--- config.mk ---
export PLATFORM = sky130hd
export DESIGN_NAME = rv_mc_ctrl
export DESIGN_NICKNAME = d
export VERILOG_FILES = /design/src/rtl/rv_pkg.sv /design/src/rtl/rv_imm_gen.sv /design/src/rtl/rv_mc_ctrl.sv
export SDC_FILE = /design/constraint.sdc
export NUM_CORES = 1
export LEC_CHECK = 0
export CORE_ASPECT_RATIO = 1.1
export CORE_MARGIN = 1
export CORE_UTILIZATION = 58
export DETAILED_ROUTE_END_ITERATION = 7
export PLACE_DENSITY = 0.95
export SYNTH_ARGS = -nofsm -noshare
export SYNTH_HDL_FRONTEND = slang
export SYNTH_SLANG_ARGS = --single-unit
export TNS_END_PERCENT = 5
--- constraint.sdc ---
create_clock -name clk -period 7.85 [get_ports clk]
set_clock_uncertainty 0.15 [all_clocks]
set_input_delay 0.785 -clock clk [delete_from_list [all_inputs] [get_ports clk]]
set_output_delay 0.785 -clock clk [all_outputs]
set_load 0.01 [all_outputs]
--- src/rtl/rv_pkg.sv ---
// Shared encodings for the RV32I multi-cycle control sequencer:
// opcodes, FSM states, trap causes, write-back selects and access-width helpers.
package rv_pkg;

    localparam logic [6:0] OP_LUI    = 7'b0110111;
    localparam logic [6:0] OP_AUIPC  = 7'b0010111;
    localparam logic [6:0] OP_JAL    = 7'b1101111;
    localparam logic [6:0] OP_JALR   = 7'b1100111;
    localparam logic [6:0] OP_BRANCH = 7'b1100011;
    localparam logic [6:0] OP_LOAD   = 7'b0000011;
    localparam logic [6:0] OP_STORE  = 7'b0100011;
    localparam logic [6:0] OP_IMM    = 7'b0010011;
    localparam logic [6:0] OP_OP     = 7'b0110011;

    typedef enum logic [2:0] {
        S_IDLE   = 3'd0,
        S_FETCH  = 3'd1,
        S_DECODE = 3'd2,
        S_EXEC   = 3'd3,
        S_MEM    = 3'd4,
        S_WB     = 3'd5,
        S_HALT   = 3'd6
    } state_t;

    localparam logic [1:0] CAUSE_ILLEGAL  = 2'd0;
    localparam logic [1:0] CAUSE_MISALIGN = 2'd1;
    localparam logic [1:0] CAUSE_TIMEOUT  = 2'd2;

    localparam logic [1:0] WB_ALU = 2'd0;
    localparam logic [1:0] WB_MEM = 2'd1;
    localparam logic [1:0] WB_PC4 = 2'd2;

    // Low two funct3 bits give the access width for both loads and stores.
    localparam logic [1:0] F3_BYTE = 2'b00;
    localparam logic [1:0] F3_HALF = 2'b01;
    localparam logic [1:0] F3_WORD = 2'b10;

    function automatic logic is_legal_op(input logic [6:0] op);
        logic ok;
        case (op)
            OP_LUI, OP_AUIPC, OP_JAL, OP_JALR, OP_BRANCH,
            OP_LOAD, OP_STORE, OP_IMM, OP_OP: ok = 1'b1;
            default:                          ok = 1'b0;
        endcase
        return ok;
    endfunction

    function automatic logic ls_misaligned(input logic [2:0] f3, input logic [1:0] a);
        logic bad;
        case (f3[1:0])
            F3_HALF: bad = a[0];
            F3_WORD: bad = (a != 2'b00);
            default: bad = 1'b0;
        endcase
        return bad;
    endfunction

    function automatic logic [3:0] store_strobe(input logic [2:0] f3, input logic [1:0] a);
        logic [3:0] we;
        case (f3)
            3'b000:  we = 4'b0001 << a;
            3'b001:  we = 4'b0011 << {a[1], 1'b0};
            3'b010:  we = 4'b1111;
            default: we = 4'b0000;
        endcase
        return we;
    endfunction

endpackage

--- src/rtl/rv_imm_gen.sv ---
// Branch (B-type) and jump (J-type) immediate extraction from the latched
// instruction, sign-extended to 32 bits.
module rv_imm_gen (
    input  logic [31:0] ir,
    output logic [31:0] imm_b,
    output logic [31:0] imm_j
);

    assign imm_b = {{19{ir[31]}}, ir[31], ir[7], ir[30:25], ir[11:8], 1'b0};
    assign imm_j = {{11{ir[31]}}, ir[31], ir[19:12], ir[20], ir[30:21], 1'b0};

endmodule

--- src/rtl/rv_mc_ctrl.sv ---
// Multi-cycle RV32I control sequencer: owns PC/IR, steps FETCH..WB, runs the
// imem/dmem request handshakes and halts with a sticky trap on faults.
module rv_mc_ctrl
    import rv_pkg::*;
#(
    parameter logic [31:0] RESET_PC    = 32'h0000_0000,
    parameter int          MEM_TIMEOUT = 16,
    parameter int          TO_W        = 5
) (
    input  logic        clk,
    input  logic        reset_n,
    output logic        imem_req,
    input  logic        imem_ready,
    input  logic [31:0] imem_rdata,
    output logic [31:0] pc,
    output logic [31:0] ir,
    input  logic [31:0] alu_result,
    input  logic        br_taken,
    output logic        dmem_req,
    output logic [3:0]  dmem_we,
    input  logic        dmem_ready,
    output logic        rf_we,
    output logic [1:0]  wb_sel,
    output logic        retire,
    output logic        trap,
    output logic [1:0]  trap_cause,
    output logic [2:0]  state
);

    localparam logic [TO_W-1:0] TO_LIMIT = TO_W'(MEM_TIMEOUT);

    state_t           state_r, state_s;
    logic [31:0]      pc_r, pc_s;
    logic [31:0]      ir_r, ir_s;
    logic [31:0]      addr_r, addr_s;
    logic [TO_W-1:0]  to_cnt_r, to_cnt_s;
    logic             trap_r, trap_s;
    logic [1:0]       cause_r, cause_s;

    logic             imem_req_s, dmem_req_s, rf_we_s, retire_s;
    logic [3:0]       dmem_we_s;
    logic [1:0]       wb_sel_s;
    logic [31:0]      imm_b_s, imm_j_s, pc_plus4_s, br_tgt_s, jmp_tgt_s;
    logic [TO_W-1:0]  to_next_s;
    logic [6:0]       opcode_s;
    logic [2:0]       funct3_s;

    rv_imm_gen u_imm_gen (
        .ir    (ir_r),
        .imm_b (imm_b_s),
        .imm_j (imm_j_s)
    );

    assign opcode_s   = ir_r[6:0];
    assign funct3_s   = ir_r[14:12];
    assign pc_plus4_s = pc_r + 32'd4;
    assign br_tgt_s   = pc_r + imm_b_s;
    assign to_next_s  = to_cnt_r + {{(TO_W-1){1'b0}}, 1'b1};

    // Next-state, datapath updates and state-decoded strobes.
    always_comb begin
        state_s    = state_r;
        pc_s       = pc_r;
        ir_s       = ir_r;
        addr_s     = addr_r;
        to_cnt_s   = {TO_W{1'b0}};
        trap_s     = trap_r;
        cause_s    = cause_r;
        imem_req_s = 1'b0;
        dmem_req_s = 1'b0;
        dmem_we_s  = 4'b0000;
        rf_we_s    = 1'b0;
        retire_s   = 1'b0;
        jmp_tgt_s  = (opcode_s == OP_JALR) ? {alu_result[31:1], 1'b0} : (pc_r + imm_j_s);

        case (opcode_s)
            OP_LOAD:         wb_sel_s = WB_MEM;
            OP_JAL, OP_JALR: wb_sel_s = WB_PC4;
            default:         wb_sel_s = WB_ALU;
        endcase

        case (state_r)
            S_IDLE: begin
                state_s = S_FETCH;
            end
            S_FETCH: begin
                imem_req_s = 1'b1;
                if (imem_ready) begin
                    ir_s    = imem_rdata;
                    state_s = S_DECODE;
                end else if (to_next_s == TO_LIMIT) begin
                    state_s = S_HALT;
                    trap_s  = 1'b1;
                    cause_s = CAUSE_TIMEOUT;
                end else begin
                    to_cnt_s = to_next_s;
                end
            end
            S_DECODE: begin
                if (is_legal_op(opcode_s)) begin
                    state_s = S_EXEC;
                end else begin
                    state_s = S_HALT;
                    trap_s  = 1'b1;
                    cause_s = CAUSE_ILLEGAL;
                end
            end
            S_EXEC: begin
                addr_s = alu_result;
                if (opcode_s == OP_BRANCH) begin
                    if (br_taken && (br_tgt_s[1:0] != 2'b00)) begin
                        state_s = S_HALT;
                        trap_s  = 1'b1;
                        cause_s = CAUSE_MISALIGN;
                    end else begin
                        pc_s     = br_taken ? br_tgt_s : pc_plus4_s;
                        retire_s = 1'b1;
                        state_s  = S_FETCH;
                    end
                end else if ((opcode_s == OP_LOAD) || (opcode_s == OP_STORE)) begin
                    if (ls_misaligned(funct3_s, alu_result[1:0])) begin
                        state_s = S_HALT;
                        trap_s  = 1'b1;
                        cause_s = CAUSE_MISALIGN;
                    end else begin
                        state_s = S_MEM;
                    end
                end else begin
                    state_s = S_WB;
                end
            end
            S_MEM: begin
                dmem_req_s = 1'b1;
                dmem_we_s  = (opcode_s == OP_STORE) ? store_strobe(funct3_s, addr_r[1:0]) : 4'b0000;
                if (dmem_ready) begin
                    if (opcode_s == OP_STORE) begin
                        pc_s     = pc_plus4_s;
                        retire_s = 1'b1;
                        state_s  = S_FETCH;
                    end else begin
                        state_s = S_WB;
                    end
                end else if (to_next_s == TO_LIMIT) begin
                    state_s = S_HALT;
                    trap_s  = 1'b1;
                    cause_s = CAUSE_TIMEOUT;
                end else begin
                    to_cnt_s = to_next_s;
                end
            end
            S_WB: begin
                if ((opcode_s == OP_JAL) || (opcode_s == OP_JALR)) begin
                    if (jmp_tgt_s[1:0] != 2'b00) begin
                        state_s = S_HALT;
                        trap_s  = 1'b1;
                        cause_s = CAUSE_MISALIGN;
                    end else begin
                        pc_s     = jmp_tgt_s;
                        rf_we_s  = (ir_r[11:7] != 5'd0);
                        retire_s = 1'b1;
                        state_s  = S_FETCH;
                    end
                end else begin
                    pc_s     = pc_plus4_s;
                    rf_we_s  = (ir_r[11:7] != 5'd0);
                    retire_s = 1'b1;
                    state_s  = S_FETCH;
                end
            end
            S_HALT: begin
                state_s = S_HALT;
            end
            default: begin
                state_s = S_HALT;
                trap_s  = 1'b1;
            end
        endcase
    end

    // Architectural state and fault registers.
    always_ff @(posedge clk or negedge reset_n) begin
        if (!reset_n) begin
            state_r  <= S_IDLE;
            pc_r     <= RESET_PC;
            ir_r     <= 32'h0000_0000;
            addr_r   <= 32'h0000_0000;
            to_cnt_r <= {TO_W{1'b0}};
            trap_r   <= 1'b0;
            cause_r  <= 2'd0;
        end else begin
            state_r  <= state_s;
            pc_r     <= pc_s;
            ir_r     <= ir_s;
            addr_r   <= addr_s;
            to_cnt_r <= to_cnt_s;
            trap_r   <= trap_s;
            cause_r  <= cause_s;
        end
    end

    assign imem_req   = imem_req_s;
    assign dmem_req   = dmem_req_s;
    assign dmem_we    = dmem_we_s;
    assign rf_we      = rf_we_s;
    assign retire     = retire_s;
    assign wb_sel     = wb_sel_s;
    assign pc         = pc_r;
    assign ir         = ir_r;
    assign trap       = trap_r;
    assign trap_cause = cause_r;
    assign state      = state_r;

endmodule

# Yosys cells after proc, flatten, opt, wreduce, memory -nomap -nowiden
# Cells that the tools add are included.
totals:
  input_bits: 69
  reg_bits: 77
op_classes:
  bitwise_logic: 1
  muxes: 69
  add_sub_neg: 4
  n_reduce_logical: 18
  eq_ne: 33
  shifts: 2
ops:
  columns: ["operator", "count"]
  rows:
  - ["$mux 32", 8]
  - ["$pmux 32 s3", 1]
  - ["$add 32x32->32", 2]
  - ["$add 32x3->32 const B", 1]
  - ["$mux 3", 10]
  - ["$mux 1", 26]
  - ["$mux 2", 11]
  - ["$eq 7x6->1 const B", 3]
  - ["$eq 7x7->1 const B", 3]
  - ["$ne 2x2->1 const B", 9]
  - ["$pmux 3 s6", 1]
  - ["$reduce_and 9->1", 2]
  - ["$mux 5", 3]
  - ["$eq 7x5->1 const B", 2]
  - ["$ne 3x3->1 const B", 4]
  - ["$pmux 4 s3", 1]
  - ["$pmux 2 s5", 1]
  - ["$pmux 5 s2", 1]
  - ["$reduce_bool 5->1", 2]
  - ["$eq 3x2->1 const B", 3]
  - ["$eq 3x3->1 const B", 3]
  - ["$reduce_or 9->1", 1]
  - ["$mux 4", 2]
  - ["$eq 7x2->1 const B", 1]
  - ["20 further kinds", 26]

# Longest topological paths before layout
# Gate-level depths: netlist of the first run.
depth:
  word_depth: 9
  mapped_depth: 11
  ltp_nobuf: 11

# Cells and area by module
# A second synthesis of the first run with hierarchy kept.
hier_totals:
  cells_unflattened: 1212
  hier_area_um2: 8886.0
modules_own_cells:
  columns: ["module", "cells_per_inst", "n_inst", "area_each_um2"]
  rows:
  - ["rv_mc_ctrl", 1147, 1, 8401.8]
  - ["rv_imm_gen", 65, 1, 484.2]

# Worst setup path before layout of the first run
# No wires, ideal clock.
synth_timing:
  kind: "reg-to-reg"
  start: "register ir_r[31] (netlist: ir[31])"
  end: "register pc_r[24] (netlist: pc[24])"
  arrival_time_ns: 2.820
  setup_time_ns: 0.123
  stages_incl_launch_ff: 12
  slack_ns: 4.757
  required_ns: 7.577
  path_cell_list: "dfrtp_1 -> ha_1 -> buf_2 -> a21oi_1 -> o211ai_1 -> a221o_1 -> a41oi_1 -> a21boi_1 -> a41oi_1 -> xor2_1 -> a22o_1 -> a21oi_1"
synth_between:
  elab_chain_cells: 5
  word_cells_on_any_way: 9
  classes_between: "add/sub: 2; mux: 7"
synth_rtl:
  columns: ["item", "line", "rtl"]
  rows:
  - ["from (decl)", "rv_mc_ctrl.sv:34", "logic [31:0] ir_r, ir_s;"]
  - ["from (signal assigned)", "rv_mc_ctrl.sv:193", "ir_r <= ir_s;"]
  - ["$add 32x32->32 (on tied branches)", "rv_mc_ctrl.sv:74, rv_mc_ctrl.sv:57", null]
  - ["$mux 32 (on tied branches)", "rv_mc_ctrl.sv:74, rv_mc_ctrl.sv:116", null]
  - ["$mux 32 (on tied branches)", "rv_mc_ctrl.sv:153, rv_mc_ctrl.sv:111", null]
  - ["$mux 32 (on tied branches)", "rv_mc_ctrl.sv:152, rv_mc_ctrl.sv:110", null]
  - ["$pmux 32 s3 *", "rv_mc_ctrl.sv:82", "case (state_r)"]
  - ["to (signal assigned)", "rv_mc_ctrl.sv:192", "pc_r <= pc_s;"]
  - ["to (decl)", "rv_mc_ctrl.sv:33", "logic [31:0] pc_r, pc_s;"]
# Mark *: on every way between the ends. The rest lies on a longest branch, timed or not. The select of a mux whose other input is x is not followed.
# A chain may end at the register's enable or synchronous reset.

# Worst setup path after layout of the first run
layout_timing:
  start: "input dmem_ready"
  end: "output retire"
layout_between:
  elab_chain_cells: 2
layout_rtl:
  columns: ["item", "line", "rtl"]
  rows:
  - ["from (decl)", "rv_mc_ctrl.sv:21", "input logic dmem_ready,"]
  - ["$mux 1", "rv_mc_ctrl.sv:135", "if (dmem_ready) begin"]
  - ["$pmux 1 s3", "rv_mc_ctrl.sv:82", null]
  - ["to (decl)", "rv_mc_ctrl.sv:24", "output logic retire,"]
# No other way between the ends.

==> results of run 1 <==
[kinds of logic after synthesis]
logic type | share of synthesized area
flops | 0.256
xor+xnor | 0.0675
buf+inv | 0.0381
compound gates | 0.282
mux | 0.0513
simple gates | 0.220
fa+ha+maj | 0.0851
[final cells by class]
type	count	area, um2
inverters	25	93.8
repair buffers	154	1520
clock buffers	9	225
multi-input cells	813	5330
flip-flops and latches	77	1930
clock inverters	7	104
well taps	157	196
fillers	941	3250
[critical path, delay by kind of cell]
family / cells / cell delay, ns
simple gates: 3 / 0.37
compound gates: 1 / 0.48
buf+inv: 3 / 1.65
[per-stage QoR]
step | instance area [um2] | hold slack [ns]
6_report | 9400 | 0.336
5_1_grt | 9400 | 0.355
4_1_cts | 9400 | 0.331
3_5_place_dp | 9070 | 0.321
3_3_place_gp | 9070 | 0.310
2_1_floorplan | 7530 | 0.339
[routing by layer]
metal,share of wire,wire [um],vias up
met4,0.047,1200,0
met3,0.099,2540,107
met2,0.46,11900,579
li1,-,-,3818
met5,0,0,-
met1,0.39,10100,3947
[where the power goes]
| group | leakage [nW] | total, mW | internal (mW) | switching (mW) |
|---|---|---|---|---|
| sequential | 0.917 | 0.918 | 0.566 | 0.352 |
| combinational | 2.69 | 3.47 | 1.52 | 1.95 |
| clock | 0.161 | 0.473 | 0.283 | 0.190 |
| total | 3.77 | 4.86 | 2.37 | 2.49 |
[synthesized netlist by cell type (3+ instances only)]
master / count / area [um2]
sky130_fd_sc_hd__inv_1: 22 / 82.6
sky130_fd_sc_hd__o21bai_1: 9 / 67.6
sky130_fd_sc_hd__a31oi_1: 12 / 75.1
sky130_fd_sc_hd__a21o_1: 23 / 173
sky130_fd_sc_hd__buf_2: 4 / 20.0
sky130_fd_sc_hd__and2_1: 12 / 75.1
sky130_fd_sc_hd__o221ai_1: 4 / 35.0
sky130_fd_sc_hd__a21boi_1: 3 / 22.5
sky130_fd_sc_hd__nor3_1: 28 / 140
sky130_fd_sc_hd__nand3_1: 43 / 215
sky130_fd_sc_hd__or3_1: 6 / 37.5
sky130_fd_sc_hd__nor2_1: 86 / 323
sky130_fd_sc_hd__nor4_1: 4 / 25.0
sky130_fd_sc_hd__a21oi_1: 94 / 470
sky130_fd_sc_hd__nor2b_1: 12 / 75.1
sky130_fd_sc_hd__ha_1: 48 / 601
sky130_fd_sc_hd__nand4_1: 11 / 68.8
sky130_fd_sc_hd__dfrtp_1: 77 / 1930
sky130_fd_sc_hd__xnor2_1: 38 / 333
sky130_fd_sc_hd__a41oi_1: 4 / 35.0
sky130_fd_sc_hd__a211oi_1: 11 / 82.6
sky130_fd_sc_hd__xor2_1: 20 / 175
sky130_fd_sc_hd__o32ai_1: 3 / 26.3
sky130_fd_sc_hd__and3_1: 12 / 75.1
sky130_fd_sc_hd__nand3b_1: 3 / 22.5
sky130_fd_sc_hd__nand4b_1: 3 / 26.3
sky130_fd_sc_hd__nand2b_1: 11 / 68.8
sky130_fd_sc_hd__o31ai_1: 5 / 37.5
sky130_fd_sc_hd__mux2i_1: 6 / 60.1
sky130_fd_sc_hd__o211ai_1: 10 / 75.1
sky130_fd_sc_hd__or4_1: 4 / 30.0
sky130_fd_sc_hd__or2_2: 3 / 18.8
sky130_fd_sc_hd__o31a_1: 3 / 26.3
sky130_fd_sc_hd__o22a_1: 4 / 35.0
sky130_fd_sc_hd__nand2_1: 96 / 360
sky130_fd_sc_hd__o2111ai_1: 4 / 35.0
sky130_fd_sc_hd__clkbuf_1: 39 / 146
sky130_fd_sc_hd__o21a_1: 6 / 45.0
sky130_fd_sc_hd__o21ai_1: 28 / 140
sky130_fd_sc_hd__o22ai_1: 8 / 50.1
sky130_fd_sc_hd__a221o_1: 4 / 40.0
sky130_fd_sc_hd__mux2_2: 29 / 327
sky130_fd_sc_hd__a221oi_1: 11 / 96.3
sky130_fd_sc_hd__o21ai_0: 51 / 255
[state kept, by name, summed over array words and instances, names as in the netlist]
register / cells
addr_r: 2
ir: 32
pc: 32
state: 3
to_cnt_r: 5
trap: 1
trap_cause: 2
[final timing paths]
path / start / endpoint
max: dmem_ready / retire
max in group asynchronous: reset_n / pc[29]$_DFFE_PN0P_
max reg2reg: ir[31]$_DFFE_PN0P_ / pc[30]$_DFFE_PN0P_
min: trap$_DFFE_PN0P_ / trap$_DFFE_PN0P_
min reg2reg: trap$_DFFE_PN0P_ / trap$_DFFE_PN0P_
min in group asynchronous: reset_n / to_cnt_r[2]$_DFF_PN0_
==> tab_implementation.tex, run 1 <==
\begin{tabular}{lr}
\hline
Metric & Value \\
\hline
\multicolumn{2}{l}{\textbf{STA}} \\
\quad Highest clock frequency the design can meet & 236 MHz \\
\quad Total of endpoints with negative setup slack in the final report & 0 \\
\quad Max transition margin & 0.302 \\
\quad Setup WS post-layout & 3.62 ns \\
\quad Slew at the pin closest to its max-slew limit & 1.05 ns \\
\quad Endpoints failing hold & 0 \\
\quad Tmin final & 4.23 ns \\
\quad Max Transition Viols Final & 0 \\
\quad RSZ-0062 raised after global routing & false \\
\quad Accumulated negative setup slack & 0 ns \\
\quad Final worst path period share & 0.539 \\
\multicolumn{2}{l}{\textbf{Clocking}} \\
\quad Clock root cell & sky130\_fd\_sc\_hd\_\_clkbuf\_16 \\
\quad Setup Fix Bufs, Post-CTS & 0 \\
\quad Hold Buf Count CTS & 0 \\
\quad Worst-path clk slew & 0.06 ns \\
\quad Clock insertion delay at the later pin of the skew report & 0.36 ns \\
\quad Clock tree from TritonCTS & done \\
\quad H-Tree Depth & 3 \\
\quad Number of buffers between clock root and the deepest sink & 2 \\
\quad Number of buffers added by the clock tree synthesis step & 9 \\
\quad Number of gates given a new drive strength after cts & 0 \\
\quad Num Clock Sinks & 77 \\
\multicolumn{2}{l}{\textbf{Worst setup path}} \\
\quad Type of element capturing the critical path & output pin \\
\quad Cell Chain, Critical Path & clkdlybuf4s50\_1, nor2b\_1, nand4b\_1, a21oi\_1, nor2\_2, inv\_2, clkdlybuf4s50\_1 \\
\quad CP Data Arrival Time & 3.30 ns \\
\quad CP Data Required Time & 6.91 ns \\
\quad Slowest-stage cell, CP & sky130\_fd\_sc\_hd\_\_clkdlybuf4s50\_1 \\
\quad Critical path class & in2out \\
\quad Startpoint types & input port \\
\quad Register-to-register setup slack & 4.00 ns \\
\quad Most frequent cell on the critical path & sky130\_fd\_sc\_hd\_\_clkdlybuf4s50\_1 \\
\quad Largest fanout on the critical path & 30 \\
\quad Critical Path Max Stage Delay & 0.65 ns \\
\quad R2R depth & 10 \\
\multicolumn{2}{l}{\textbf{Synthesis}} \\
\quad Synthesized flop and latch total & 77 \\
\quad Async set-or-reset flop fraction in the synthesized netlist & 1.00 \\
\quad Post-synthesis instance area & 7530 um2 \\
\quad Netlist cell types & 83 \\
\quad EDFF count, synth & 0 \\
\quad Post-synth net total & 1081 \\
\quad Synthesized area per cell & 7.83 um2 \\
\quad Total of warnings raised by yosys & 0 \\
\quad Primary flip-flop cell chosen by synthesis mapping & sky130\_fd\_sc\_hd\_\_dfrtp\_1 \\
\quad Sequential-to-total area share from yosys stat & 0.256 \\
\quad Cell count after synthesis & 962 \\
\multicolumn{2}{l}{\textbf{Global route}} \\
\quad Met1 layer usage reported by global route & 0.499 \\
\quad GR Util met3 & 0.0614 \\
\quad Largest net degree at the start of global routing & 78 \\
\quad Vias in the first global route & 7785 \\
\quad Total routing resource utilization after global routing & 0.382 \\
\quad Sum of overflow across all layers after global routing & 0 \\
\quad Global-route layer with the greatest usage & met2 \\
\quad Number of antenna violations at the first check in global routing & 1 \\
\quad Met2 track utilization from global routing & 0.616 \\
\quad Global-route wire length before repair & 40300 um \\
\multicolumn{2}{l}{\textbf{Final layout}} \\
\quad Final antenna diode count & 0 \\
\quad Leading cell type in the layout, fill and taps excluded & sky130\_fd\_sc\_hd\_\_clkdlybuf4s50\_1 \\
\quad Fraction of final layout cells with drive strength greater than 1 & 0.0645 \\
\quad Utilization after layout & 0.743 \\
\quad Number of nets in the final layout & 1199 \\
\quad Top library cells by usage in the layout, fill and taps aside & sky130\_fd\_sc\_hd\_\_clkdlybuf4s50\_1 (147), sky130\_fd\_sc\_hd\_\_nand2\_1 (96), sky130\_fd\_sc\_hd\_\_a21oi\_1 (94), sky130\_fd\_sc\_hd\_\_nor2\_1 (85), sky130\_fd\_sc\_hd\_\_dfrtp\_1 (77) \\
\quad Fin cells & 1242 \\
\quad Area overhead of the layout relative to synthesis & 24.8\% \\
\multicolumn{2}{l}{\textbf{Outcome}} \\
\quad Status & completed \\
\multicolumn{2}{l}{\textbf{Detailed routing}} \\
\quad Post-route DRC & 0 \\
\quad Routed Antenna Nets & 0 \\
\quad Wire length per cell after detailed routing & 20.7 um \\
\quad First-pass iteration count of the detailed router & 5 \\
\quad Drt initial violations & 1029 \\
\quad Total vias in the final route & 8451 \\
\quad Final Routed Wirelength & 25700 um \\
\quad Average vias per placed instance & 6.80 \\
\multicolumn{2}{l}{\textbf{Pwr}} \\
\quad Post-layout power & 4.86 mW \\
\quad Pwr per Cell Area & 517 nW/um2 \\
\quad Maximum vdd drop & 321 uV \\
\quad Reported leakage power & 3.77 nW \\
\multicolumn{2}{l}{\textbf{Floorplanning}} \\
\quad I/O Pins & 149 \\
\quad Vert. Die Dim & 122 um \\
\quad Initial cell density of the core & 0.596 \\
\quad Die X-Extent & 111 um \\
\quad Row count & 43 \\
\quad Area of the placeable core & 12600 um2 \\
\quad Floorplan die area & 13400 um2 \\
\multicolumn{2}{l}{\textbf{Placement}} \\
\quad Gp weighted congestion & 1.02 \\
\quad Post-DP HPWL & 18600 um \\
\quad Minimum setup slack after placement & 3.72 ns \\
\quad Post-Place Cells & 1226 \\
\quad PortBufs & 148 \\
\multicolumn{2}{l}{\textbf{Min path}} \\
\quad Hold path cells & 1 \\
\quad Worst min-delay path category & reg2reg \\
\multicolumn{2}{l}{\textbf{Run}} \\
\quad Number of max-cap violations & 0 \\
\hline
\end{tabular}
No activity file was read; power rests on OpenSTA's default activity.
==> run 2: changes to the inputs <==
Settings changed: CORE_UTILIZATION 58 to 48, PLACE_DENSITY 0.95 to 0.85.
Clock period 7.85 ns to 3.7 ns, I/O delays scaled along.
==> tab_implementation.tex, run 2 (synthesized netlist as in run 1, its figures left out) <==
\begin{tabular}{lr}
\hline
Metric & Value \\
\hline
\multicolumn{2}{l}{\textbf{Detailed routing}} \\
\quad Final Routed Wirelength & 26200 um (+2.2\%) \\
\quad Wire length per cell after detailed routing & 20.1 um (-2.7\%) \\
\quad WL met2 & 11700 um (-1.5\%) \\
\quad Routed Antenna Nets & 0 (unchanged) \\
\quad Post-route DRC & 0 (unchanged) \\
\quad Average vias per placed instance & 6.45 (-5.2\%) \\
\quad Total vias in the final route & 8411 (-0.47\%) \\
\quad Drt initial violations & 871 (-15\%) \\
\quad First-pass iteration count of the detailed router & 6 (+1) \\
\quad Highest Signal Layer & met5 \\
\quad Detail Route met3 WL & 2870 um (+13\%) \\
\quad Post-Route M1 WL & 10600 um (+5.2\%) \\
\multicolumn{2}{l}{\textbf{STA}} \\
\quad Total of endpoints with negative setup slack in the final report & 0 (unchanged) \\
\quad Tmin final & 3.48 ns \\
\quad Max Transition Viols Final & 0 (unchanged) \\
\quad Highest clock frequency the design can meet & 287 MHz \\
\quad Worst hold slack across all endpoints & 0.0411 ns (-0.295 ns) \\
\quad Endpoints failing hold & 0 (unchanged) \\
\quad Max transition margin & 0.311 (+0.00846) \\
\quad RSZ-0062 raised after global routing & false \\
\quad Slew at the pin closest to its max-slew limit & 1.03 ns (-0.0127 ns) \\
\quad Final worst path period share & 0.942 \\
\quad Accumulated negative setup slack & 0 ns (unchanged) \\
\multicolumn{2}{l}{\textbf{Floorplanning}} \\
\quad Area of the placeable core & 15200 um2 (+20\%) \\
\quad Initial cell density of the core & 0.496 (-0.0993) \\
\quad Floorplan die area & 16200 um2 (+20\%) \\
\quad Row count & 47 (+9.3\%) \\
\quad I/O Pins & 149 (unchanged) \\
\quad Die X-Extent & 121 um (+9.7\%) \\
\quad Vert. Die Dim & 133 um (+9.8\%) \\
\multicolumn{2}{l}{\textbf{Pwr}} \\
\quad Pwr per Cell Area & 1080 nW/um2 (+110\%) \\
\quad Maximum vdd drop & 593 uV (+85\%) \\
\quad Reported leakage power & 3.86 nW (+2.4\%) \\
\quad Post-layout power & 10.3 mW (+110\%) \\
\multicolumn{2}{l}{\textbf{Worst setup path}} \\
\quad Startpoint types & flip-flop \\
\quad CP Data Required Time & 3.18 ns (-3.73 ns) \\
\quad Critical path class & reg2out \\
\quad Critical Path Max Stage Delay & 0.63 ns (-0.02 ns) \\
\quad Cell Chain, Critical Path & nand2b\_1, nor2\_1, o31ai\_1, or4\_1, a21oi\_1, clkdlybuf4s50\_1 \\
\quad Largest fanout on the critical path & 15 (-50\%) \\
\quad Type of element capturing the critical path & output pin \\
\quad Slowest-stage cell, CP & sky130\_fd\_sc\_hd\_\_dfrtp\_1 \\
\quad CP Data Arrival Time & 2.96 ns (-0.34 ns) \\
\multicolumn{2}{l}{\textbf{Final layout}} \\
\quad Fraction of final layout cells with drive strength greater than 1 & 0.0830 (+0.0185) \\
\quad Top library cells by usage in the layout, fill and taps aside & sky130\_fd\_sc\_hd\_\_clkdlybuf4s50\_1 (147), sky130\_fd\_sc\_hd\_\_nand2\_1 (96), sky130\_fd\_sc\_hd\_\_a21oi\_1 (94), sky130\_fd\_sc\_hd\_\_nor2\_1 (85), sky130\_fd\_sc\_hd\_\_dfrtp\_1 (77) \\
\quad Number of nets in the final layout & 1222 (+1.9\%) \\
\quad Final antenna diode count & 0 (unchanged) \\
\quad Area overhead of the layout relative to synthesis & 27.3\% \\
\quad Leading cell type in the layout, fill and taps excluded & sky130\_fd\_sc\_hd\_\_clkdlybuf4s50\_1 \\
\multicolumn{2}{l}{\textbf{Global route}} \\
\quad Sum of overflow across all layers after global routing & 0 (unchanged) \\
\quad Total routing resource utilization after global routing & 0.332 (-0.0501) \\
\quad Global-route wire length before repair & 41700 um (+3.6\%) \\
\quad Vias in the first global route & 7960 (+2.2\%) \\
\quad Largest net degree at the start of global routing & 78 (unchanged) \\
\quad Number of antenna violations at the first check in global routing & 1 (unchanged) \\
\multicolumn{2}{l}{\textbf{Clocking}} \\
\quad Setup Fix Bufs, Post-CTS & 0 (unchanged) \\
\quad H-Tree Depth & 3 (unchanged) \\
\quad Clock insertion delay at the later pin of the skew report & 0.36 ns (about the same) \\
\quad Number of buffers added by the clock tree synthesis step & 9 (unchanged) \\
\quad Number of buffers between clock root and the deepest sink & 2 (unchanged) \\
\quad Clock root cell & sky130\_fd\_sc\_hd\_\_clkbuf\_16 \\
\quad Num Clock Sinks & 77 (unchanged) \\
\quad Clock tree from TritonCTS & done \\
\quad Worst-path clk slew & 0.06 ns (about the same) \\
\quad Number of gates given a new drive strength after cts & 0 (unchanged) \\
\quad Hold Buf Count CTS & 0 (unchanged) \\
\multicolumn{2}{l}{\textbf{Placement}} \\
\quad Post-DP HPWL & 19500 um (+4.9\%) \\
\quad Gp weighted congestion & 1.02 (-0.13\%) \\
\quad PortBufs & 148 (unchanged) \\
\multicolumn{2}{l}{\textbf{Outcome}} \\
\quad Status & completed \\
\multicolumn{2}{l}{\textbf{Run}} \\
\quad Number of max-cap violations & 0 (unchanged) \\
\multicolumn{2}{l}{\textbf{Min path}} \\
\quad Worst min-delay path category & in2async \\
\hline
\end{tabular}
==> run 2: changes by cell type in the layout (fill, tap and decap cells not counted), sizes merged <==
cell / previous run / this run
bufinv: 2 / 1
clkinvlp: 0 / 3
inv: 27 / 26
clkinv: 3 / 1
buf: 7 / 30
clkbuf: 9 / 10
==> run 2: layout make-up <==
class / instances / area, um2
clock buffer: 10 / 229
fill: 1326 / 5590
multi-input combinational: 813 / 5330
clock inverter: 6 / 70.1
tap: 196 / 245
sequential: 77 / 1930
timing repair buffer: 177 / 1700
inverter: 25 / 93.8
==> run 2: final timing paths <==
path                                     from                    end  slack [ns]  cells past startpoint
max                        state[2]$_DFF_PN0_             dmem_we[1]        0.22                      6
min                                   reset_n  to_cnt_r[2]$_DFF_PN0_        0.04                      1
max reg2reg                 pc[2]$_DFFE_PN0P_     pc[28]$_DFFE_PN0P_        0.36                     10
min reg2reg                  trap$_DFFE_PN0P_       trap$_DFFE_PN0P_        0.32                      1
max in group asynchronous             reset_n     ir[31]$_DFFE_PN0P_        2.69                      1
min in group clk             trap$_DFFE_PN0P_       trap$_DFFE_PN0P_        0.32                      1
==> run 2: power by group <==
group | internal [mW] | switching [mW] | total [mW]
registers | 1.20 | 0.621 | 1.83
logic | 3.33 | 4.23 | 7.56
clock network | 0.528 | 0.403 | 0.931
==> run 2: stage by stage <==
step,worst slack [ns],util,area (um2),std cells
finish,0.216,0.632,9590,1304
global route,0.148,0.632,9590,1304
CTS,0.299,0.632,9590,1304
detailed placement,0.409,0.612,9290,1288
global placement,0.472,0.612,9290,1288
floorplan,0.607,-,7530,962
==> run 2: worst max-delay path: cells and delay by family (launching register included) <==
kind,cells,cell delay (ns)
AO/OA/AOI/OAI,2,0.30
buffers and inverters,1,0.55
flip-flops,1,0.63
AND/OR/NAND/NOR,3,1.12
==> run 2: metal layers <==
metal,vias to the layer above,track usage
met5,-,0
met4,2,0.154
met3,89,0.0689
met2,504,0.513
met1,3957,0.442
li1,3859,-
==> run 3: changes to the inputs <==
Settings changed: SETUP_SLACK_MARGIN from default to 0.3, SLEW_MARGIN from default to 20.
==> tab_implementation.tex, run 3 (synthesized netlist as in run 1, its figures left out) <==
\begin{tabular}{lr}
\hline
Metric & Value \\
\hline
\multicolumn{2}{l}{\textbf{Floorplanning}} \\
\quad Area of the placeable core & 15200 um2 (unchanged) \\
\quad Vert. Die Dim & 133 um (unchanged) \\
\quad Row count & 47 (unchanged) \\
\quad Die X-Extent & 121 um (unchanged) \\
\quad Initial cell density of the core & 0.496 (unchanged) \\
\quad Floorplan die area & 16200 um2 (unchanged) \\
\quad I/O Pins & 149 (unchanged) \\
\multicolumn{2}{l}{\textbf{Worst setup path}} \\
\quad Type of element capturing the critical path & flip-flop \\
\quad Slowest-stage cell, CP & sky130\_fd\_sc\_hd\_\_a21oi\_1 \\
\quad Category of cells accounting for the largest share of critical-path delay & compound AO/OA/AOI/OAI gates \\
\quad Largest fanout on the critical path & 9 (-6) \\
\quad Critical path class & reg2reg \\
\quad Register-to-register setup slack & 0.37 ns (about the same) \\
\quad Startpoint types & flip-flop \\
\quad Buf+Inv Stages, Crit Path & 0 (-1) \\
\quad Critical Path Max Stage Delay & 0.46 ns (-0.17 ns) \\
\quad Cell Chain, Critical Path & ha\_1, a211oi\_1, o21ai\_1, o2111ai\_1, nand3\_1, a21oi\_1, o21bai\_1, xor2\_1, a221oi\_1, nor2\_1 \\
\quad CP Data Required Time & 3.79 ns (+0.61 ns) \\
\quad CP Data Arrival Time & 3.42 ns (+0.46 ns) \\
\multicolumn{2}{l}{\textbf{Clocking}} \\
\quad Number of buffers added by the clock tree synthesis step & 9 (unchanged) \\
\quad Number of buffers between clock root and the deepest sink & 2 (unchanged) \\
\quad H-Tree Depth & 3 (unchanged) \\
\quad Clock root cell & sky130\_fd\_sc\_hd\_\_clkbuf\_16 \\
\quad Worst-path clk slew & 0.07 ns (about the same) \\
\quad Num Clock Sinks & 77 (unchanged) \\
\quad Clock tree from TritonCTS & done \\
\quad Clock insertion delay at the later pin of the skew report & 0.36 ns (about the same) \\
\multicolumn{2}{l}{\textbf{Detailed routing}} \\
\quad Total vias in the final route & 8366 (-0.54\%) \\
\quad Average vias per placed instance & 6.41 (-0.69\%) \\
\quad Routed Antenna Nets & 0 (unchanged) \\
\quad Post-route DRC & 0 (unchanged) \\
\quad First-pass iteration count of the detailed router & 6 (unchanged) \\
\quad Wire length per cell after detailed routing & 20.1 um (+0.11\%) \\
\quad Drt initial violations & 859 (-1.4\%) \\
\quad Final Routed Wirelength & 26300 um (+0.26\%) \\
\multicolumn{2}{l}{\textbf{Global route}} \\
\quad Largest net degree at the start of global routing & 78 (unchanged) \\
\quad Number of antenna violations at the first check in global routing & 1 (unchanged) \\
\quad Sum of overflow across all layers after global routing & 0 (unchanged) \\
\quad Vias in the first global route & 7960 (unchanged) \\
\quad Global-route wire length before repair & 41700 um (unchanged) \\
\quad Total routing resource utilization after global routing & 0.332 (unchanged) \\
\multicolumn{2}{l}{\textbf{STA}} \\
\quad Final worst path period share & 0.899 (-0.0424) \\
\quad Accumulated negative setup slack & 0 ns (unchanged) \\
\quad Total of endpoints with negative setup slack in the final report & 0 (unchanged) \\
\quad RSZ-0062 raised after global routing & true \\
\quad Slew at the pin closest to its max-slew limit & 0.739 ns (-0.295 ns) \\
\quad Tmin final & 3.33 ns (-0.157 ns) \\
\quad Max Transition Viols Final & 0 (unchanged) \\
\quad Worst hold slack across all endpoints & 0.325 ns (+0.284 ns) \\
\quad Setup WS post-layout & 0.373 ns (+0.157 ns) \\
\quad Highest clock frequency the design can meet & 301 MHz (+4.7\%) \\
\quad Endpoints failing hold & 0 (unchanged) \\
\quad Max transition margin & 0.508 (+0.197) \\
\multicolumn{2}{l}{\textbf{Final layout}} \\
\quad Fraction of final layout cells with drive strength greater than 1 & 0.0874 (+0.00435) \\
\quad Area overhead of the layout relative to synthesis & 27.8\% \\
\quad Top library cells by usage in the layout, fill and taps aside & sky130\_fd\_sc\_hd\_\_clkdlybuf4s50\_1 (147), sky130\_fd\_sc\_hd\_\_nand2\_1 (96), sky130\_fd\_sc\_hd\_\_a21oi\_1 (94), sky130\_fd\_sc\_hd\_\_nor2\_1 (84), sky130\_fd\_sc\_hd\_\_dfrtp\_1 (75) \\
\quad Leading cell type in the layout, fill and taps excluded & sky130\_fd\_sc\_hd\_\_clkdlybuf4s50\_1 \\
\quad Utilization after layout & 0.634 (+0.00223) \\
\quad Final design instance area without fill & 9620 um2 (+0.35\%) \\
\quad Final antenna diode count & 0 (unchanged) \\
\quad Number of nets in the final layout & 1224 (+0.16\%) \\
\quad Fin cells & 1306 (+0.15\%) \\
\multicolumn{2}{l}{\textbf{Pwr}} \\
\quad Reported leakage power & 3.87 nW (+0.21\%) \\
\quad Maximum vdd drop & 598 uV (+0.80\%) \\
\quad Pwr per Cell Area & 1080 nW/um2 (about the same) \\
\quad Post-layout power & 10.4 mW (+0.36\%) \\
\multicolumn{2}{l}{\textbf{Placement}} \\
\quad Post-DP HPWL & 19500 um (unchanged) \\
\quad Post-placement cell area & 9290 um2 (unchanged) \\
\quad PortBufs & 148 (unchanged) \\
\quad Post-Place Cells & 1288 (unchanged) \\
\quad Gp weighted congestion & 1.02 (unchanged) \\
\quad Minimum setup slack after placement & 0.409 ns (unchanged) \\
\multicolumn{2}{l}{\textbf{Run}} \\
\quad Number of max-cap violations & 0 (unchanged) \\
\multicolumn{2}{l}{\textbf{Min path}} \\
\quad Worst min-delay path category & reg2reg \\
\multicolumn{2}{l}{\textbf{Outcome}} \\
\quad Status & completed \\
\hline
\end{tabular}
run 3: cell type report:
cell class,count,area (um2)
Sequential cell,77,1930
Fill cell,1324,5550
Inverter,25,93.8
Clock buffer,10,229
Timing Repair Buffer,179,1720
Multi-Input combinational cell,813,5340
Clock inverter,6,70.1
Tap cell,196,245
run 3: worst paths after layout:
kind	depth (start not counted)	end	startpoint
max	10	pc[29]$_DFFE_PN0P_	pc[6]$_DFFE_PN0P_
min	1	trap$_DFFE_PN0P_	trap$_DFFE_PN0P_
max reg2reg	10	pc[29]$_DFFE_PN0P_	pc[6]$_DFFE_PN0P_
min reg2reg	1	trap$_DFFE_PN0P_	trap$_DFFE_PN0P_
max in group asynchronous	2	pc[2]$_DFFE_PN0P_	reset_n
min in group asynchronous	2	to_cnt_r[2]$_DFF_PN0_	reset_n
run 3: what timing repair did:
action,in CTS,in global routing
setup endpoints to repair,1,14
resized for setup,1,3
endpoints found under the hold margin,0,71
hold buffers,0,1
setup buffers,0,1
pin swaps,0,1
run 3: per-layer routing:
| metal | up-vias | track usage | part of all wire |
|---|---|---|---|
| li1 | 3867 | - | - |
| met1 | 3895 | 0.442 | 0.40 |
| met2 | 512 | 0.513 | 0.44 |
| met3 | 90 | 0.0689 | 0.11 |
| met4 | 2 | 0.154 | 0.041 |
| met5 | - | 0 | 0.00030 |
run 3: power by group:
group | leakage (nW) | total [mW] | switching, mW | internal (mW)
sequential | 0.915 | 1.83 | 0.621 | 1.21
combinational | 2.82 | 7.60 | 4.24 | 3.35
clock | 0.136 | 0.930 | 0.403 | 0.528
==> patch: new RTL, flow settings as in run 3 <==
Set the parameter `TO_W` to 10 (it was 5).
--- a/src/rtl/rv_mc_ctrl.sv
+++ b/src/rtl/rv_mc_ctrl.sv
@@ -5,7 +5,7 @@
 #(
     parameter logic [31:0] RESET_PC    = 32'h0000_0000,
     parameter int          MEM_TIMEOUT = 16,
-    parameter int          TO_W        = 5
+    parameter int          TO_W        = 10
 ) (
     input  logic        clk,
     input  logic        reset_n,
Formal check against the unedited RTL: same outputs for any inputs over 4 cycles, from zero or initial values and one cycle with reset_n low; that may be too few to reach the edited logic, so the function may still have changed.
==> patch against run 3 <==
  * The flow now finishes with violations (negative hold slack)
  * Total power down 0.55%
  * Sequential cell count increased by 5
  * Worst setup slack got worse by 0.013 ns
  * Wire length increased by 2.9%
  * Area after synthesis up 3.9%
  * Maximum frequency fell by 0.38%
  * Clock power up 2%
  * Cell area grew 2.8%
  * Via count up 0.80%
==> patch: results (changes against run 3) <==
\begin{tabular}{lr}
\hline
Metric & Value \\
\hline
\multicolumn{2}{l}{\textbf{Timing}} \\
Transition time at the pin with the least slew margin & 1.00 ns (+0.263 ns) \\
Least setup slack across all paths after layout & 0.360 ns (-0.0127 ns) \\
Hold\_ws & -0.0214 ns (-0.347 ns) \\
Final hold vios & 24 (+24) \\
\multicolumn{2}{l}{\textbf{CTS}} \\
Resized cells post-CTS & 0 (-1) \\
\multicolumn{2}{l}{\textbf{Power and ir drop}} \\
VDD IR-drop max & 629 uV (+5.2\%) \\
Leakage & 0.00403 uW (+4.0\%) \\
\multicolumn{2}{l}{\textbf{Synthesis}} \\
Main area contributors after synthesis & dfrtp\_1 26\%, ha\_1 7.7\%, a21oi\_1 6.3\% \\
Xor/xnor share of the synthesized area & 8.06\% (+1.3 points) \\
Most numerous cell types in the synthesized netlist & 105 x nor2\_1, 98 x a21oi\_1, 92 x nand2\_1, 82 x dfrtp\_1, 69 x o21ai\_0 \\
Multiplexer area fraction after synthesis & 5.37\% (+0.24 points) \\
Count of distinct cell types in the synthesized netlist & 80 (-3.6\%) \\
Compound-gate portion of the synthesized area & 27.0\% (-1.3 points) \\
Share of the yosys chip area belonging to registers & 26.2\% (+0.64 points) \\
Total nets after synthesis & 1104 (+2.1\%) \\
Synth Area in Adders & 8.19\% (-0.32 points) \\
Average instance area after synthesis & 7.94 sq um (+1.5\%) \\
\multicolumn{2}{l}{\textbf{Outcome}} \\
Violations in the final reports & negative hold slack \\
Run status & finished with violations \\
\multicolumn{2}{l}{\textbf{Min path}} \\
Worst min-delay path class & in2async \\
\multicolumn{2}{l}{\textbf{Drt}} \\
DR vias & 8433 (+0.80\%) \\
Initial drt markers & 829 (-3.5\%) \\
Average detailed-routed wire length per instance & 20.2 um (+0.40\%) \\
TritonRoute pass-1 iters & 5 (-1) \\
\multicolumn{2}{l}{\textbf{Finish}} \\
FILL cells & 1378 (+4.1\%) \\
Fraction of final layout cells sized beyond drive strength 1 & 10.2\% (+1.4 points) \\
\multicolumn{2}{l}{\textbf{Global routing}} \\
Global-route wire length before repair & 41.9 mm (+0.51\%) \\
Overall routing resource usage & 32.9\% (-0.30 points) \\
Maximum number of pins on one net before global-route repair & 61 (-22\%) \\
Initial antenna violation count & 0 (-1) \\
Number of global-route vias before repair & 7899 (-0.77\%) \\
\multicolumn{2}{l}{\textbf{Placement}} \\
Dpl cell area & 9590 sq um (+3.2\%) \\
Weighted congestion reported at the end of routability-driven placement & 1.06 (+4.0\%) \\
DP Worst Slack & 0.414 ns (+0.00555 ns) \\
Detail Placement HPWL & 20.6 mm (+5.3\%) \\
\multicolumn{2}{l}{\textbf{Critical path}} \\
FF-to-FF path depth & 12 (+2) \\
Arrival @ worst endpoint & 3.43 ns (about the same) \\
\hline
\end{tabular}
==> patch: cells by family (layout without fill, tap and decap cells) <==
family	Yosys count	count (layout)
AO/OA/AOI/OAI	329	329
buffers and inverters	70	224
multiplexers	38	38
AND/OR/NAND/NOR	344	344
XOR/XNOR	72	72
flip-flops	82	82
adder cells (fa/ha/maj)	50	50
==> patch: worst min path at each step <==
stage                 from     endpoint  slack (ns)
6_report           reset_n       ir[30]       -0.02
5_1_grt            reset_n       ir[30]        0.03
4_1_cts            reset_n       ir[27]       0.007
3_5_place_dp   to_cnt_r[0]  to_cnt_r[0]        0.34
3_3_place_gp          trap         trap        0.30
2_1_floorplan      reset_n    addr_r[0]       -0.08
==> patch: report_power, final <==
group	switching (uW)	total [uW]	internal [uW]
combinational	4180	7440	3260
clock	420	950	531
sequential	653	1910	1250
total	5250	10300	5040
==> patch: worst max-delay path, stage by stage, from the launching register on <==
cell	delay (ns)
dfrtp_1	0.41
ha_1	0.24
fa_1	0.40
a21oi_1	0.27
o211ai_1	0.16
a221oi_2	0.40
o21ai_1	0.21
a21o_1	0.24
a21oi_1	0.20
xor2_1	0.16
mux2i_1	0.11
a21oi_1	0.19
o2bb2ai_1	0.08
==> patch: final cells by class <==
type                       count  area, sq um  share of cell area, %
sequential                    82         2050                   20.8
timing repair buffer         182         1730                   17.5
inverter                      27          104                   1.05
tap                          200          250                   2.53
clock buffer                   9          225                   2.28
clock inverter                 6         75.1                  0.759
multi-input combinational    833         5450                   55.1
==> patch: metal layers <==
metal  GRT usage (%)  vias to the layer above  part of all wire [%]
met1            42.1                     3994                    41
met5               0                        -                     0
met4            16.8                        0                   5.0
met3            6.38                       93                   8.4
met2            52.4                      435                    46
li1                -                     3911                     -
